==> src/rtl/pipe_ctrl_pkg.sv <==
// Shared definitions for the pipeline sequencing controller: state encodings,
// default sizing and the encoded write-enable vector layout.
package pipe_ctrl_pkg;

    // Default sizing for the 16-bit core
    localparam int REG_W_DEF        = 4;
    localparam int DRAIN_CYCLES_DEF = 3;
    localparam int CNT_W_DEF        = 16;

    // Controller states, kept as plain constants so the CPU top can compare them directly
    localparam logic [1:0] ST_RUN    = 2'd0;
    localparam logic [1:0] ST_DRAIN  = 2'd1;
    localparam logic [1:0] ST_HALTED = 2'd2;

    // Write-enable vector ordering: {pc, ifid, idex, exmem, memwb}
    localparam logic [4:0] WEN_ALL    = 5'b11111;
    localparam logic [4:0] WEN_NONE   = 5'b00000;
    localparam logic [4:0] WEN_HOLDFE = 5'b00111;

    // Controls driven into the pipeline registers in one cycle
    typedef struct packed {
        logic [4:0] wen;
        logic       ifid_flush;
        logic       idex_bubble;
    } pipe_ctl_t;

    // Builds a control word from its parts
    function automatic pipe_ctl_t make_ctl(input logic [4:0] wen,
                                           input logic       flush,
                                           input logic       bubble);
        pipe_ctl_t c;
        c.wen         = wen;
        c.ifid_flush  = flush;
        c.idex_bubble = bubble;
        return c;
    endfunction

endpackage

==> src/rtl/pipe_ctrl_load_use_detect.sv <==
// Load-use hazard detector: flags an ID instruction that reads the register a
// load in EX is about to write. R0 never creates a hazard since it reads as zero.
module load_use_detect #(
    parameter int REG_W = 4
) (
    input  logic [REG_W-1:0] id_rs,
    input  logic [REG_W-1:0] id_rt,
    input  logic             id_uses_rs,
    input  logic             id_uses_rt,
    input  logic             ex_memread,
    input  logic [REG_W-1:0] ex_dst,
    output logic             hazard
);

    logic rs_match;
    logic rt_match;
    logic dst_nonzero;

    // Compare each consumed source against the load destination, excluding R0
    always_comb begin
        rs_match    = id_uses_rs && (id_rs == ex_dst);
        rt_match    = id_uses_rt && (id_rt == ex_dst);
        dst_nonzero = (ex_dst != '0);
        hazard      = ex_memread && dst_nonzero && (rs_match || rt_match);
    end

endmodule

==> src/rtl/pipe_ctrl.sv <==
// Pipeline sequencing controller: generates write enables, IF/ID flush and
// ID/EX bubble for the 5-stage core, handling memory stalls, taken branches,
// load-use hazards and HLT draining, plus a stall-cycle performance counter.
module pipe_ctrl
    import pipe_ctrl_pkg::*;
#(
    parameter int REG_W        = REG_W_DEF,
    parameter int DRAIN_CYCLES = DRAIN_CYCLES_DEF,
    parameter int CNT_W        = CNT_W_DEF
) (
    input  logic             clk,
    input  logic             rst,
    input  logic [REG_W-1:0] id_rs,
    input  logic [REG_W-1:0] id_rt,
    input  logic             id_uses_rs,
    input  logic             id_uses_rt,
    input  logic             id_halt,
    input  logic             ex_memread,
    input  logic [REG_W-1:0] ex_dst,
    input  logic             ex_branch_taken,
    input  logic             mem_busy,
    output logic             pc_wen,
    output logic             ifid_wen,
    output logic             idex_wen,
    output logic             exmem_wen,
    output logic             memwb_wen,
    output logic             ifid_flush,
    output logic             idex_bubble,
    output logic             halted,
    output logic [CNT_W-1:0] stall_cnt
);

    // Drain counter reload value; the counter is two bits wide
    localparam logic [1:0] DRAIN_INIT = 2'(DRAIN_CYCLES - 1);

    logic [1:0] state;
    logic [1:0] state_next;
    logic [1:0] drain_cnt;
    logic [1:0] drain_cnt_next;
    logic       hazard;
    pipe_ctl_t  ctl;

    load_use_detect #(
        .REG_W(REG_W)
    ) u_load_use_detect (
        .id_rs      (id_rs),
        .id_rt      (id_rt),
        .id_uses_rs (id_uses_rs),
        .id_uses_rt (id_uses_rt),
        .ex_memread (ex_memread),
        .ex_dst     (ex_dst),
        .hazard     (hazard)
    );

    // Priority resolution of pipeline controls and next-state/drain-counter logic
    always_comb begin
        ctl            = make_ctl(WEN_NONE, 1'b0, 1'b0);
        state_next     = state;
        drain_cnt_next = drain_cnt;
        case (state)
            ST_RUN: begin
                if (mem_busy) begin
                    ctl = make_ctl(WEN_NONE, 1'b0, 1'b0);
                end else if (ex_branch_taken) begin
                    ctl = make_ctl(WEN_ALL, 1'b1, 1'b1);
                end else if (hazard) begin
                    ctl = make_ctl(WEN_HOLDFE, 1'b0, 1'b1);
                end else if (id_halt) begin
                    ctl            = make_ctl(WEN_HOLDFE, 1'b0, 1'b1);
                    state_next     = ST_DRAIN;
                    drain_cnt_next = DRAIN_INIT;
                end else begin
                    ctl = make_ctl(WEN_ALL, 1'b0, 1'b0);
                end
            end
            ST_DRAIN: begin
                if (mem_busy) begin
                    ctl = make_ctl(WEN_NONE, 1'b0, 1'b1);
                end else begin
                    ctl = make_ctl(WEN_HOLDFE, 1'b0, 1'b1);
                    if (drain_cnt == 2'd0) begin
                        state_next = ST_HALTED;
                    end else begin
                        drain_cnt_next = drain_cnt - 2'd1;
                    end
                end
            end
            ST_HALTED: begin
                ctl = make_ctl(WEN_NONE, 1'b0, 1'b0);
            end
            default: begin
                ctl        = make_ctl(WEN_NONE, 1'b0, 1'b0);
                state_next = ST_RUN;
            end
        endcase
    end

    // Fan the control word out to the individual pipeline-register controls
    always_comb begin
        pc_wen      = ctl.wen[4];
        ifid_wen    = ctl.wen[3];
        idex_wen    = ctl.wen[2];
        exmem_wen   = ctl.wen[1];
        memwb_wen   = ctl.wen[0];
        ifid_flush  = ctl.ifid_flush;
        idex_bubble = ctl.idex_bubble;
    end

    // State, drain counter and registered halted flag
    always_ff @(posedge clk) begin
        if (rst) begin
            state     <= ST_RUN;
            drain_cnt <= 2'd0;
            halted    <= 1'b0;
        end else begin
            state     <= state_next;
            drain_cnt <= drain_cnt_next;
            halted    <= (state_next == ST_HALTED);
        end
    end

    // Saturating count of cycles where the PC is held while the core is live
    always_ff @(posedge clk) begin
        if (rst) begin
            stall_cnt <= '0;
        end else if ((state == ST_RUN || state == ST_DRAIN) && !pc_wen
                     && (stall_cnt != {CNT_W{1'b1}})) begin
            stall_cnt <= stall_cnt + 1'b1;
        end
    end

endmodule

==> config.mk <==
export PLATFORM = sky130hd
export DESIGN_NAME = pipe_ctrl
export DESIGN_NICKNAME = d
export VERILOG_FILES = /design/src/rtl/pipe_ctrl_pkg.sv /design/src/rtl/pipe_ctrl_load_use_detect.sv /design/src/rtl/pipe_ctrl.sv
export SDC_FILE = /design/constraint.sdc
export NUM_CORES = 1
export LEC_CHECK = 0
export BUFFER_PORTS_ARGS = -buffer_cell sky130_fd_sc_hd__buf_2
export CAP_MARGIN = 40
export CORE_ASPECT_RATIO = 1.25
export CORE_UTILIZATION = 49
export DETAILED_ROUTE_END_ITERATION = 6
export PLACE_DENSITY = 0.88
export SLEW_MARGIN = 5
export SYNTH_ARGS = -nofsm -noshare
export SYNTH_HDL_FRONTEND = slang
export SYNTH_SLANG_ARGS = --single-unit
==> constraint.sdc <==
create_clock -name clk -period 2.38 [get_ports clk]
set_clock_uncertainty 0.1 [all_clocks]
set_input_delay 0.357 -clock clk [delete_from_list [all_inputs] [get_ports clk]]
set_output_delay 0.357 -clock clk [all_outputs]
set_load 0.05 [all_outputs]
After elaboration in Yosys (flattened, before gate mapping)
Cells that the tools add are included.
W data, S select, Z words.
Storage, ports and cells
  memory bits (writable): 0
  logic and storage cells: 52
  memories kept: 0
  bits in registers: 21
  memory bits (read-only): 0
  bits of input ports: 20
  bits in latches: 0
  output and inout bits: 24
Operators by class
  eq/ne operators: 12
  magnitude comparators: 0
  muxes and demuxes: 20
  $mul: 0
  bitwise logic cells: 0
  reductions and logical operators: 14
  divide/modulo/power cells: 0
  shift-type cells: 0
  $add $sub $neg: 2
Operators with widths (number)
  $mux W7: 4
  $mux W2: 12
  $add A16 B1 Y16 const B: 1
  $ne A16 B16 Y1 const B: 1
  $pmux W7 S2: 1
  $ne A2 B2 Y1 const B: 6
  $eq A4 B4 Y1: 2
  $reduce_and A7 Y1: 1
  $logic_and A1 B1 Y1: 6
  $pmux W2 S3: 1
  $mux W5: 1
  $eq A2 B2 Y1 const B: 2
  $logic_not A2 Y1: 2
  $pmux W2 S2: 1
  $reduce_bool A4 Y1: 1
  $eq A2 B1 Y1 const B: 1
  $logic_or A1 B1 Y1: 2
  $reduce_bool A2 Y1: 1
  $sub A2 B1 Y2 const B: 1
  $logic_not A1 Y1: 1

Logic depth before layout (Yosys ltp)
Gate-level depths: netlist of run 1.
  word-level depth: 11
  depth in mapped cells: 7
  depth with buffers taken out: 7

Hierarchy
A second synthesis of run 1 with hierarchy kept.
Second synthesis, totals
  cell total of the unflattened synthesis: 153
  area, all modules: 1280.0 um^2
By module, submodules not included
  pipe_ctrl: area an instance 1176.1 um^2, sequential area each 420.4 um^2, cells each 139, instances 1
  load_use_detect: area an instance 103.8 um^2, sequential area each 0.0 um^2, cells each 14, instances 1

Worst setup path after synthesis of run 1
No wires, ideal clock.
  kind: input-to-output
  start: input ex_dst[0]
  end: output pc_wen
  buffers on the path: 1
  data required time: 1.923 ns
  data arrival time: 2.151 ns
  setup slack: -0.228 ns
  stages: 6
  path through: o41a_1 > nand3_1 > nor4_2 > o31ai_4 > and2_1 > buf_4
On the way
  cells in the longest elaborated chain, start to end: 8
  elaborated cells between the ends (all ways): 12
  those cells by class: 2 x eq/ne; 4 x mux; 6 x reduce/logical
RTL lines
  start, declared: RTL line pipe_ctrl.sv:19  | input logic [REG_W-1:0] ex_dst,
  $eq A4 B4 Y1, on equally long branches: RTL line pipe_ctrl_load_use_detect.sv:21, pipe_ctrl_load_use_detect.sv:22
  $logic_and A1 B1 Y1, on equally long branches: RTL line pipe_ctrl_load_use_detect.sv:21, pipe_ctrl_load_use_detect.sv:22
  $logic_or A1 B1 Y1: RTL line pipe_ctrl_load_use_detect.sv:24  | hazard = ex_memread && dst_nonzero && (rs_match || rt_match);
  $logic_and A1 B1 Y1 (*): RTL line pipe_ctrl_load_use_detect.sv:24
  $mux W7 (*): RTL line pipe_ctrl.sv:66  | end else if (hazard) begin
  $mux W7 (*): RTL line pipe_ctrl.sv:64  | end else if (ex_branch_taken) begin
  $mux W7 (*): RTL line pipe_ctrl.sv:62  | if (mem_busy) begin
  $pmux W7 S2 (*): RTL line pipe_ctrl.sv:60  | case (state)
  end, declared: RTL line pipe_ctrl.sv:22  | output logic pc_wen,
Every way passes the cells marked *; elsewhere a longest branch is shown, timed or not.

Worst setup path in the final report of run 1
  start: input ex_dst[0]
  end: output idex_bubble
On the way
  cells in the longest elaborated chain, start to end: 8
  elaborated cells between the ends (all ways): 12
  those cells by class: 2 x eq/ne; 4 x mux; 6 x reduce/logical
RTL lines
  $eq A4 B4 Y1, on equally long branches: RTL line pipe_ctrl_load_use_detect.sv:21, pipe_ctrl_load_use_detect.sv:22
  $logic_and A1 B1 Y1, on equally long branches: RTL line pipe_ctrl_load_use_detect.sv:21, pipe_ctrl_load_use_detect.sv:22
  $logic_or A1 B1 Y1: RTL line pipe_ctrl_load_use_detect.sv:24
  $logic_and A1 B1 Y1 (*): RTL line pipe_ctrl_load_use_detect.sv:24
  $mux W7 (*): RTL line pipe_ctrl.sv:66
  $mux W7 (*): RTL line pipe_ctrl.sv:64
  $mux W7 (*): RTL line pipe_ctrl.sv:62
  $pmux W7 S2 (*): RTL line pipe_ctrl.sv:60
  end, declared: RTL line pipe_ctrl.sv:28  | output logic idex_bubble,
Marked as above.

==> impl_metrics.py, run 1 <==
metrics = {
    "outcome": {
        "run_status": "complete, but fails checks",
        "failed_checks": "design-rule violations",
    },
    "cts": {
        "tritoncts_num_sinks": 21,
        "post-cts-setup-buffer-count": 0,
        "cts.hold.buffers_added": 0,
        "htree_levels": 1,
        "clock-root-buffer": "clkbuf_4",
        "worst_skew_pair.late_latency_ns": 0.32,
        "clock_pin_slew_of_the_registers_on_the_worst_case_setup_and_hold_paths_ns": 0.13,
        "clock_tree_from_tritoncts": "built",
        "cts_buffers": 3,
        "clockBufferDepth": 2,
        "cts_repair_resize_count": 0,
    },
    "setup_path": {
        "worstPathCellList": "buf_2 > o41a_1 > nand3_1 > nor4_2 > nor2_1 > nand2_1 > o21bai_1 > a21oi_2 > buf_2",
        "critPathLaunchType": "input port",
        "cp.buffers_inverters": 2,
        "cp_data_arrival_time_ns": 1.79,
        "crit_path_frequent_cell": "buf_2",
        "crit-reg2reg-launch": "stall_cnt[6]$_SDFFE_PP0P_",
        "worst_path_class_setup": "in2out",
        "depth_of_the_most_critical_reg_to_reg_path": 8,
        "critical_path.reg2reg.endpoint": "stall_cnt[15]$_SDFFE_PP0P_",
        "critPathRequiredTime_ns": 1.92,
        "critPathCapture": "idex_bubble",
        "timing.critical_path.to_type": "primary output",
        "path_max_fanout": 3,
        "slowest_delay_ns": 0.44,
        "cp.depth": 9,
        "slowest_stage": "o41a_1",
        "ff2ff_setup_slack_ns": 0.28,
        "worstSetupStartpoint": "ex_dst[0]",
        "path_delay_family": "compound AO/OA/AOI/OAI gates",
    },
    "sta": {
        "whs_ns": 0.2703,
        "setup_violations": 0,
        "hold_viol": 0,
        "worst-slew-pin-transition_ns": 0.7721,
        "fmaxAchievable_mhz": 444.9,
        "final.min_clock_period_ns": 2.248,
        "grt_setup_unrepaired": "false",
        "timing.setup.tns_ns": 0,
        "final_slew_violations": 0,
        "worst_rel_slew_slack": 0.4833,
        "layout_worst_path_cycle_share": 0.9443,
    },
    "layout": {
        "flow.area_growth_from_synthesis_pct": 23.83,
        "post_route_cells_drive_above_1_share": 0.3710,
        "antennaDiodeCount": 0,
        "final_nets": 209,
    },
    "logic_synthesis": {
        "ys.warnings.count": 0,
        "ys_seq_elements": 21,
        "synth_top_cells_by_count": "21 x dfxtp_1, 20 x nor2_1, 12 x nand3_1",
        "synth_cell_types": 36,
        "area_share_of_xor_xnor_cells_in_the_synthesized_design": 0.1117,
        "synth-main-ff-cell": "dfxtp_1",
        "post_synth.cell_area_avg_um2": 8.900,
        "synthMostInstantiatedCell": "dfxtp_1",
        "synth_mux_area_frac": 0.05982,
        "synth_enable_flop_cells": 0,
        "synth_top_cell_by_area": "dfxtp_1",
        "synth_seq_area_share": 0.3350,
        "async_reset_ff_frac": 0,
        "post_synth_inst_count": 141,
        "ys_top_cells_by_area": "dfxtp_1 33%, xnor2_1 7.0%, nor2_1 6.0%",
        "synthesis.nets": 163,
        "synth_top_family_by_area": "simple AND/OR/NAND/NOR gates",
        "mapped_area_um2": 1255,
        "post-synth-top-area-fraction": 0.3350,
        "synth_compound_area_frac": 0.1825,
        "yosys.area_share.adder": 0.01994,
        "synth-simple-area-share": 0.2403,
    },
    "global_route": {
        "pin_count_of_the_biggest_net_entering_global_routing": 26,
        "grt_pass1_wl_um": 4595,
        "globalRouteOverflowTotal": 0,
        "initial_antenna_violation_count": 0,
        "grtUsageTotal": 0.2298,
        "grt_pass1_vias": 1158,
    },
    "run": {
        "maxCapViolations": 0,
    },
    "detailed_routing": {
        "routed_wirelength_um": 2803,
        "final_antenna_net_count": 0,
        "first_iter_violations": 17,
        "average_vias_per_placed_instance": 5.507,
        "dr_total_vias": 1206,
        "routedWlPerCell_um": 12.80,
        "first_pass_iters": 7,
        "drt_drc_violations_left": 1,
    },
    "placement": {
        "io_buffer_count": 43,
        "globalplace.congestion": 0.8298,
        "placed_wire_length_estimate_after_detailed_placement_um": 2202,
    },
    "floorplan": {
        "die_area_um2": 2769,
        "core_region_area_um2": 2427,
        "die_y_um": 58.58,
        "die_x_um": 47.27,
        "boundaryPins": 44,
        "placement_rows": 20,
        "initial_core_util": 0.5170,
    },
    "worst_hold_path": {
        "worst_hold_path_type": "in2reg",
    },
    "power": {
        "powerDensity_nw_per_um2": 472.4,
        "power.leakage_nw": 0.7079,
        "vdd_drop_max_uv": 324.2,
    },
}
## cell families after synthesis
kind of cell               count (synthesis)
adders and majority gates                  2
AOI/OAI and AO/OA                         23
DFF                                       21
xor gates and xnor gates                  16
muxes                                      7
and+or+nand+nor                           58
buffers and inverters                     14
## routing by layer
| metal | track usage | up-vias | part of all wire |
|---|---|---|---|
| li1 | - | 585 | - |
| met1 | 0.2299 | 559 | 0.38 |
| met2 | 0.4266 | 51 | 0.54 |
| met3 | 0.009202 | 11 | 0.039 |
| met4 | 0.1551 | 0 | 0.040 |
| met5 | 0 | - | 0 |
## placed cells by master, fill, tap and decap left out, drive strengths merged, types with 2 or more instances in the layout
cell	synthesis	final
dfxtp	21	21
a2111oi	3	3
a211oi	5	5
and3	6	6
and2	3	3
xor2	6	6
nand2	5	5
nand3b	2	2
ha	2	2
a21oi	5	5
nor4	3	3
xnor2	10	10
a21bo	2	2
buf	4	47
nor2b	5	5
mux2	4	4
nor2	20	20
a221oi	2	2
mux2i	3	3
nand3	12	12
clkbuf	2	3
inv	8	8
## per-stage QoR
| stage | worst slack, ns | utilization | cells | cell area (um2) | power, W |
|---|---|---|---|---|---|
| 3_5_place_dp | 0.07432 | 0.6278 | 215 | 1524 | 0.0005587 |
| 3_3_place_gp | 0.1154 | 0.6278 | 215 | 1524 | 0.0005507 |
| 6_report | 0.1325 | 0.6402 | 219 | 1554 | 0.0007341 |
| 5_1_grt | 0.01163 | 0.6402 | 219 | 1554 | 0.0007630 |
| 4_1_cts | 0.1169 | 0.6402 | 219 | 1554 | 0.0007373 |
| 2_1_floorplan | 0.02195 | - | 141 | 1271 | 0.0005074 |
## worst register-to-register path, delay by kind of cell, from the launching register on
family	cells	cell delay (ns)
AOI/OAI and AO/OA	2	0.49
and+or+nand+nor	4	0.57
buffers and inverters	1	0.22
DFF	1	0.39
xor gates and xnor gates	1	0.19
## how the worst min path moves through the flow
| stage | end | slack [ns] | depth (start not counted) | startpoint |
|---|---|---|---|---|
| 2_1_floorplan | drain_cnt[1]$_SDFFE_PP0P_ | 0.36 | 2 | drain_cnt[1]$_SDFFE_PP0P_ |
| 3_3_place_gp | drain_cnt[1]$_SDFFE_PP0P_ | 0.37 | 2 | drain_cnt[1]$_SDFFE_PP0P_ |
| 6_report | state[0]$_SDFF_PP0_ | 0.27 | 4 | ex_branch_taken |
| 5_1_grt | state[0]$_SDFF_PP0_ | 0.30 | 4 | ex_branch_taken |
| 4_1_cts | state[0]$_SDFF_PP0_ | 0.28 | 4 | ex_branch_taken |
| 3_5_place_dp | drain_cnt[1]$_SDFFE_PP0P_ | 0.40 | 2 | drain_cnt[1]$_SDFFE_PP0P_ |
## report_power, final
group	leakage (nW)	switching, W	internal [W]	total, W
clock	0.0139	0.000118	0.0000644	0.000183
sequential	0.174	0.0000106	0.000362	0.000373
combinational	0.520	0.000121	0.0000578	0.000179
## registers in the layout, summed over array words and instances (netlist names)
signal and cells:
drain_cnt 2, state 2, stall_cnt 16, halted 1
## final cells by class
type / count / area (um2)
inverter: 8 / 30.03
tap: 33 / 41.29
clock buffer: 3 / 22.52
sequential: 21 / 430.4
fill: 211 / 873.3
clock inverter: 1 / 7.507
timing repair buffer: 47 / 245.2
multi-input combinational: 106 / 777.0
(Power assumes the default switching activity.)
==> inputs of run 2 (changes only) <==
CORE_UTILIZATION = 51   (was 49)
CTS_BUF_LIST = sky130_fd_sc_hd__clkbuf_4   (was unset)
PLACE_DENSITY = 0.9   (was 0.88)
==> run 2 against run 1 <==
The run now ends clean. Non-clock buffer count is the same. Power grew 0.10%. Sequential share of layout area is the same. Core utilization grew 4.8 points. Highest routed layer unchanged.
==> impl_metrics.py, run 2 (synthesis gave the netlist of run 1 again) <==
metrics = {
    "power": {
        "finalPower_w": 0.0007349,
        "power.internal_w": 0.0004962,
        "power.leakage_nw": 0.7133,
        "vdd_drop_max_uv": 281.1,
        "netSwitchingFraction": 0.3248,
        "powerDensity_nw_per_um2": 472.9,
        "power_frac_seq": 0.506,
        "share_comb_of_total_power": 0.242,
        "power_frac_clock": 0.252,
        "switching_power_w": 0.0002387,
    },
    "placement": {
        "placed_cells": 213,
        "io_buffer_count": 43,
        "globalplace.congestion": 0.8575,
        "placed_wire_length_estimate_after_detailed_placement_um": 2156,
        "place_area_um2": 1521,
    },
    "setup_path": {
        "crit-reg2reg-launch": "stall_cnt[6]$_SDFFE_PP0P_",
        "critPathRequiredTime_ns": 1.92,
        "critical_path.reg2reg.endpoint": "stall_cnt[2]$_SDFFE_PP0P_",
        "worst_path_class_setup": "in2out",
        "timing.critical_path.to_type": "primary output",
        "cp_data_arrival_time_ns": 1.79,
        "depth_of_the_most_critical_reg_to_reg_path": 8,
        "path_max_fanout": 3,
        "ff2ff_setup_slack_ns": 0.28,
        "critPathLaunchType": "input port",
    },
    "global_route": {
        "grt_pass1_vias": 1120,
        "grtUsageTotal": 0.2311,
        "grt_pass1_wl_um": 4526,
        "globalRouteOverflowTotal": 0,
        "pin_count_of_the_biggest_net_entering_global_routing": 26,
        "initial_antenna_violation_count": 0,
    },
    "detailed_routing": {
        "average_vias_per_placed_instance": 5.401,
        "drt_drc_violations_left": 0,
        "dr_total_vias": 1172,
        "routedWlPerCell_um": 12.88,
        "first_pass_iters": 4,
        "first_iter_violations": 10,
        "final_antenna_net_count": 0,
        "routed_wirelength_um": 2796,
    },
    "worst_hold_path": {
        "hold-path-endpoint": "state[0]$_SDFF_PP0_",
        "worst_hold_path_type": "in2reg",
        "worstHoldPathCells": 4,
        "hold_path.startpoint": "ex_branch_taken",
    },
    "run": {
        "maxCapViolations": 0,
    },
    "layout": {
        "area.sequential_um2": 430.4,
        "final.fill_count": 187,
        "registers.top_by_ff_count": "stall_cnt",
        "largest_register_ffs": 16,
        "final_common_cell": "buf_2",
        "post_route_cells_drive_above_1_share": 0.3763,
        "most-common-layout-cells": "43 x buf_2, 19 x nor2_1, 13 x dfxtp_1",
        "multi_input_comb_area_um2": 779.5,
        "antennaDiodeCount": 0,
        "post_layout_nonfiller_instances": 217,
        "stdcell_area_um2": 1554,
        "flow.area_growth_from_synthesis_pct": 23.83,
        "reg_top3": "stall_cnt (16), drain_cnt (2), state (2)",
        "final_nets": 209,
    },
    "floorplan": {
        "die_area_um2": 2664,
        "boundaryPins": 44,
        "die_x_um": 46.37,
        "initial_core_util": 0.5557,
        "die_y_um": 57.46,
        "placement_rows": 19,
        "core_region_area_um2": 2258,
    },
    "cts": {
        "clockBufferDepth": 2,
        "clock_pin_slew_of_the_registers_on_the_worst_case_setup_and_hold_paths_ns": 0.11,
        "cts_buffers": 3,
        "post-cts-setup-buffer-count": 0,
        "tritoncts_num_sinks": 21,
        "clock-root-buffer": "clkbuf_4",
        "htree_levels": 1,
        "clock_tree_from_tritoncts": "built",
        "worst_skew_pair.late_latency_ns": 0.30,
    },
    "sta": {
        "timing.setup.tns_ns": 0,
        "setup_violations": 0,
        "worst_rel_slew_slack": 0.5335,
        "layout_worst_path_cycle_share": 0.9436,
        "fmaxAchievable_mhz": 445.3,
        "hold_viol": 0,
        "worst-slew-pin-transition_ns": 0.6972,
        "whs_ns": 0.2851,
        "grt_setup_unrepaired": "false",
        "final.min_clock_period_ns": 2.246,
        "final_slew_violations": 0,
    },
    "outcome": {
        "run_status": "finished clean",
    },
}
## run 2: power groups by stage
stage	clock (W)	combinational [W]	sequential (W)
final	0.000185	0.000178	0.000372
after global routing	0.000201	0.000191	0.000374
after CTS	0.000188	0.000179	0.000372
after detailed placement	0	0.000178	0.000380
after global placement	0	0.000172	0.000379
after floorplan	0	0.000106	0.000401
## run 2: layout make-up
class                   instances  share of cell area
multi-input cells             106              0.5016
flip-flops and latches         21              0.2770
repair buffers                 47              0.1578
well taps                      31             0.02496
clock buffers                   4             0.01932
inverters                       8             0.01932
## run 2: through the flow
stage	setup slack, ns	utilization
CTS	0.08879	0.6870
detailed placement	0.02432	0.6737
finish	0.1342	0.6881
global route	0.005154	0.6881
global placement	0.1266	0.6737
floorplan	0.02195	-
## run 2: repair_timing
action | CTS | global route
gates resized for setup | 0 | 1
hold buffers | 0 | 0
setup endpoints to repair | 0 | 1
hold endpoints to repair | 0 | 0
## run 2: worst max path at each step
stage | to | cells past startpoint | from
floorplan | pc_wen | 6 | ex_dst[0]
global placement | stall_cnt[7]$_SDFFE_PP0P_ | 9 | ex_dst[0]
detailed placement | stall_cnt[2]$_SDFFE_PP0P_ | 10 | ex_dst[0]
CTS | idex_bubble | 9 | ex_dst[0]
global route | idex_bubble | 8 | ex_dst[0]
finish | idex_bubble | 8 | ex_dst[0]
## run 2: metal layers
layer  part of all wire  track usage
met1               0.40       0.2524
met2               0.53       0.3968
met3              0.039      0.02532
met4              0.030       0.1513
met5                  0            0
## run 2: critical path, stage by stage
cell and delay [ns]:
buf_2 0.12, xor2_1 0.17, nor4_2 0.47, nor2_2 0.11, nand2_1 0.09, o21bai_1 0.07, a21oi_2 0.13, buf_2 0.27
==> inputs of run 3 (changes only) <==
==> constraint.sdc (replaced) <==
create_clock -name clk -period 2.38 [get_ports clk]
set_clock_uncertainty 0.1 [all_clocks]
set_input_delay 0.476 -clock clk [delete_from_list [all_inputs] [get_ports clk]]
set_output_delay 0.476 -clock clk [all_outputs]
set_load 0.05 [all_outputs]
==> run 3 against run 2 <==
Die area did not move. Global-route usage rose by 1.1 points. Routed wire length rose by 4.5%. Worst hold slack improved by 0.11 ns. Setup slack got worse by 0.17 ns. Design area rose by 7.9%. The flow now finishes with violations (negative setup slack). Final cell count rose by 3.2%. Non-clock buffer count rose by 7. Count of clock-buffer cells in the layout did not move. Combinational power rose by 15%. Critical path depth rose by 1. Largest cell class unchanged. Sequential cell count did not move.
==> impl_metrics.py, run 3 (synthesis gave the netlist of run 1 again) <==
metrics = {
    "setup_path": {
        "worstPathCellList": "buf_8 > o41a_1 > nand3_2 > nor4_4 > nor2_2 > nand2_1 > o21bai_1 > a21oi_2 > buf_6",
        "path_max_fanout": 3,
        "critPathRequiredTime_ns": 1.80,
        "timing.critical_path.to_type": "primary output",
        "path_delay_family": "compound AO/OA/AOI/OAI gates",
        "cp.buffers_inverters": 2,
        "cp_data_arrival_time_ns": 1.83,
        "slowest_stage": "o41a_1",
        "critPathLaunchType": "input port",
        "slowest_delay_ns": 0.46,
        "worst_path_class_setup": "in2out",
    },
    "power": {
        "powerDensity_nw_per_um2": 451.3,
        "power_frac_clock": 0.238,
        "vdd_drop_max_uv": 379.1,
        "power_frac_seq": 0.491,
        "power.leakage_nw": 0.7626,
        "share_comb_of_total_power": 0.271,
        "switching_power_w": 0.0002439,
        "netSwitchingFraction": 0.3223,
        "power.internal_w": 0.0005128,
    },
    "cts": {
        "cts_buffers": 3,
        "cts.hold.buffers_added": 0,
        "worst_skew_pair.late_latency_ns": 0.29,
        "clock_tree_from_tritoncts": "built",
        "tritoncts_num_sinks": 21,
        "clockBufferDepth": 2,
        "clock-root-buffer": "clkbuf_4",
        "clock_pin_slew_of_the_registers_on_the_worst_case_setup_and_hold_paths_ns": 0.11,
        "htree_levels": 1,
    },
    "layout": {
        "post_route_cells_drive_above_1_share": 0.4093,
        "registers.top_by_ff_count": "stall_cnt",
        "stdcell_area_um2": 1677,
        "largest_register_ffs": 16,
        "flow.area_growth_from_synthesis_pct": 33.60,
        "reg_top3": "stall_cnt (16), drain_cnt (2), state (2)",
        "antennaDiodeCount": 0,
        "final_nets": 216,
        "final_common_cell": "buf_2",
        "most-common-layout-cells": "38 x buf_2, 19 x nor2_1, 13 x dfxtp_1",
    },
    "detailed_routing": {
        "routedWlPerCell_um": 13.05,
        "first_pass_iters": 4,
        "drt_drc_violations_left": 0,
        "first_iter_violations": 15,
        "routed_wirelength_um": 2923,
        "final_antenna_net_count": 0,
        "dr_total_vias": 1185,
        "average_vias_per_placed_instance": 5.290,
    },
    "sta": {
        "final.min_clock_period_ns": 2.411,
        "worst_rel_slew_slack": 0.4960,
        "final_slew_violations": 0,
        "fmaxAchievable_mhz": 414.8,
        "setup_violations": 1,
        "timing.setup.tns_ns": -0.03098,
        "hold_viol": 0,
        "grt_setup_unrepaired": "true",
        "worst-slew-pin-transition_ns": 0.7532,
        "layout_worst_path_cycle_share": 1.013,
        "setup_slack_ns": -0.03098,
    },
    "floorplan": {
        "die_y_um": 57.46,
        "die_x_um": 46.37,
        "boundaryPins": 44,
        "core_region_area_um2": 2258,
        "die_area_um2": 2664,
        "initial_core_util": 0.5557,
        "placement_rows": 19,
    },
    "outcome": {
        "run_status": "complete, but fails checks",
        "failed_checks": "negative setup slack",
    },
    "global_route": {
        "grt_pass1_vias": 1172,
        "grt_pass1_wl_um": 4767,
        "grtUsageTotal": 0.2424,
        "globalRouteOverflowTotal": 0,
        "initial_antenna_violation_count": 0,
        "pin_count_of_the_biggest_net_entering_global_routing": 26,
    },
    "worst_hold_path": {
        "worst_hold_path_type": "reg2reg",
    },
    "placement": {
        "placed_wire_length_estimate_after_detailed_placement_um": 2172,
        "globalplace.congestion": 0.8500,
        "io_buffer_count": 43,
        "place_worst_setup_slack_ns": -0.1109,
        "place_area_um2": 1529,
    },
    "run": {
        "maxCapViolations": 0,
    },
}
-- run 3: layout make-up --
cell class | count | area [um2]
fillers | 167 | 581.8
repair buffers | 54 | 340.3
multi-input cells | 106 | 807.0
well taps | 31 | 38.79
flip-flops and latches | 21 | 430.4
clock buffers | 4 | 30.03
inverters | 8 | 30.03
-- run 3: routing by layer --
metal,vias to the layer above,track usage,part of all wire
met3,4,0.01899,0.031
met5,-,0,0
met2,36,0.4583,0.57
met1,545,0.2510,0.38
met4,0,0.1092,0.015
li1,600,-,-
-- run 3: worst min-delay path: stages (launching register included) --
cell and delay, ns:
dfxtp_1 0.32, inv_1 0.06, a221oi_1 0.07
-- run 3: through the flow --
step | power, W | utilization | std cells | hold slack (ns)
4_1_cts | 0.0007495 | 0.7219 | 222 | 0.3947
2_1_floorplan | 0.0005074 | - | 141 | 0.3558
5_1_grt | 0.0007870 | 0.7424 | 224 | 0.4319
6_report | 0.0007567 | 0.7424 | 224 | 0.3901
3_3_place_gp | 0.0005518 | 0.6770 | 214 | 0.3709
3_5_place_dp | 0.0005582 | 0.6770 | 214 | 0.3768
-- run 3: worst paths after layout --
| kind | from | endpoint | slack, ns | cells after the start |
|---|---|---|---|---|
| worst max register to register | stall_cnt[7]$_SDFFE_PP0P_ | stall_cnt[14]$_SDFFE_PP0P_ | 0.22 | 8 |
| worst min register to register | drain_cnt[1]$_SDFFE_PP0P_ | drain_cnt[1]$_SDFFE_PP0P_ | 0.39 | 2 |
| worst min-delay path | drain_cnt[1]$_SDFFE_PP0P_ | drain_cnt[1]$_SDFFE_PP0P_ | 0.39 | 2 |
| worst max-delay path | ex_dst[2] | idex_bubble | -0.03 | 9 |
-- run 3: what timing repair did --
item	4_1_cts	5_1_grt
endpoints found under the setup margin	3	3
gates cloned	0	0
hold endpoints to repair	0	0
gates resized for setup	11	7
setup buffers	4	2
pin swaps	8	2
-- run 3: power groups by stage --
stage          Combinational (W)  Clock (W)  Sequential (W)
2_1_floorplan           0.000106          0        0.000401
4_1_cts                 0.000193   0.000185        0.000372
6_report                0.000205   0.000180        0.000372
5_1_grt                 0.000217   0.000196        0.000374
3_5_place_dp            0.000178          0        0.000380
3_3_place_gp            0.000173          0        0.000379
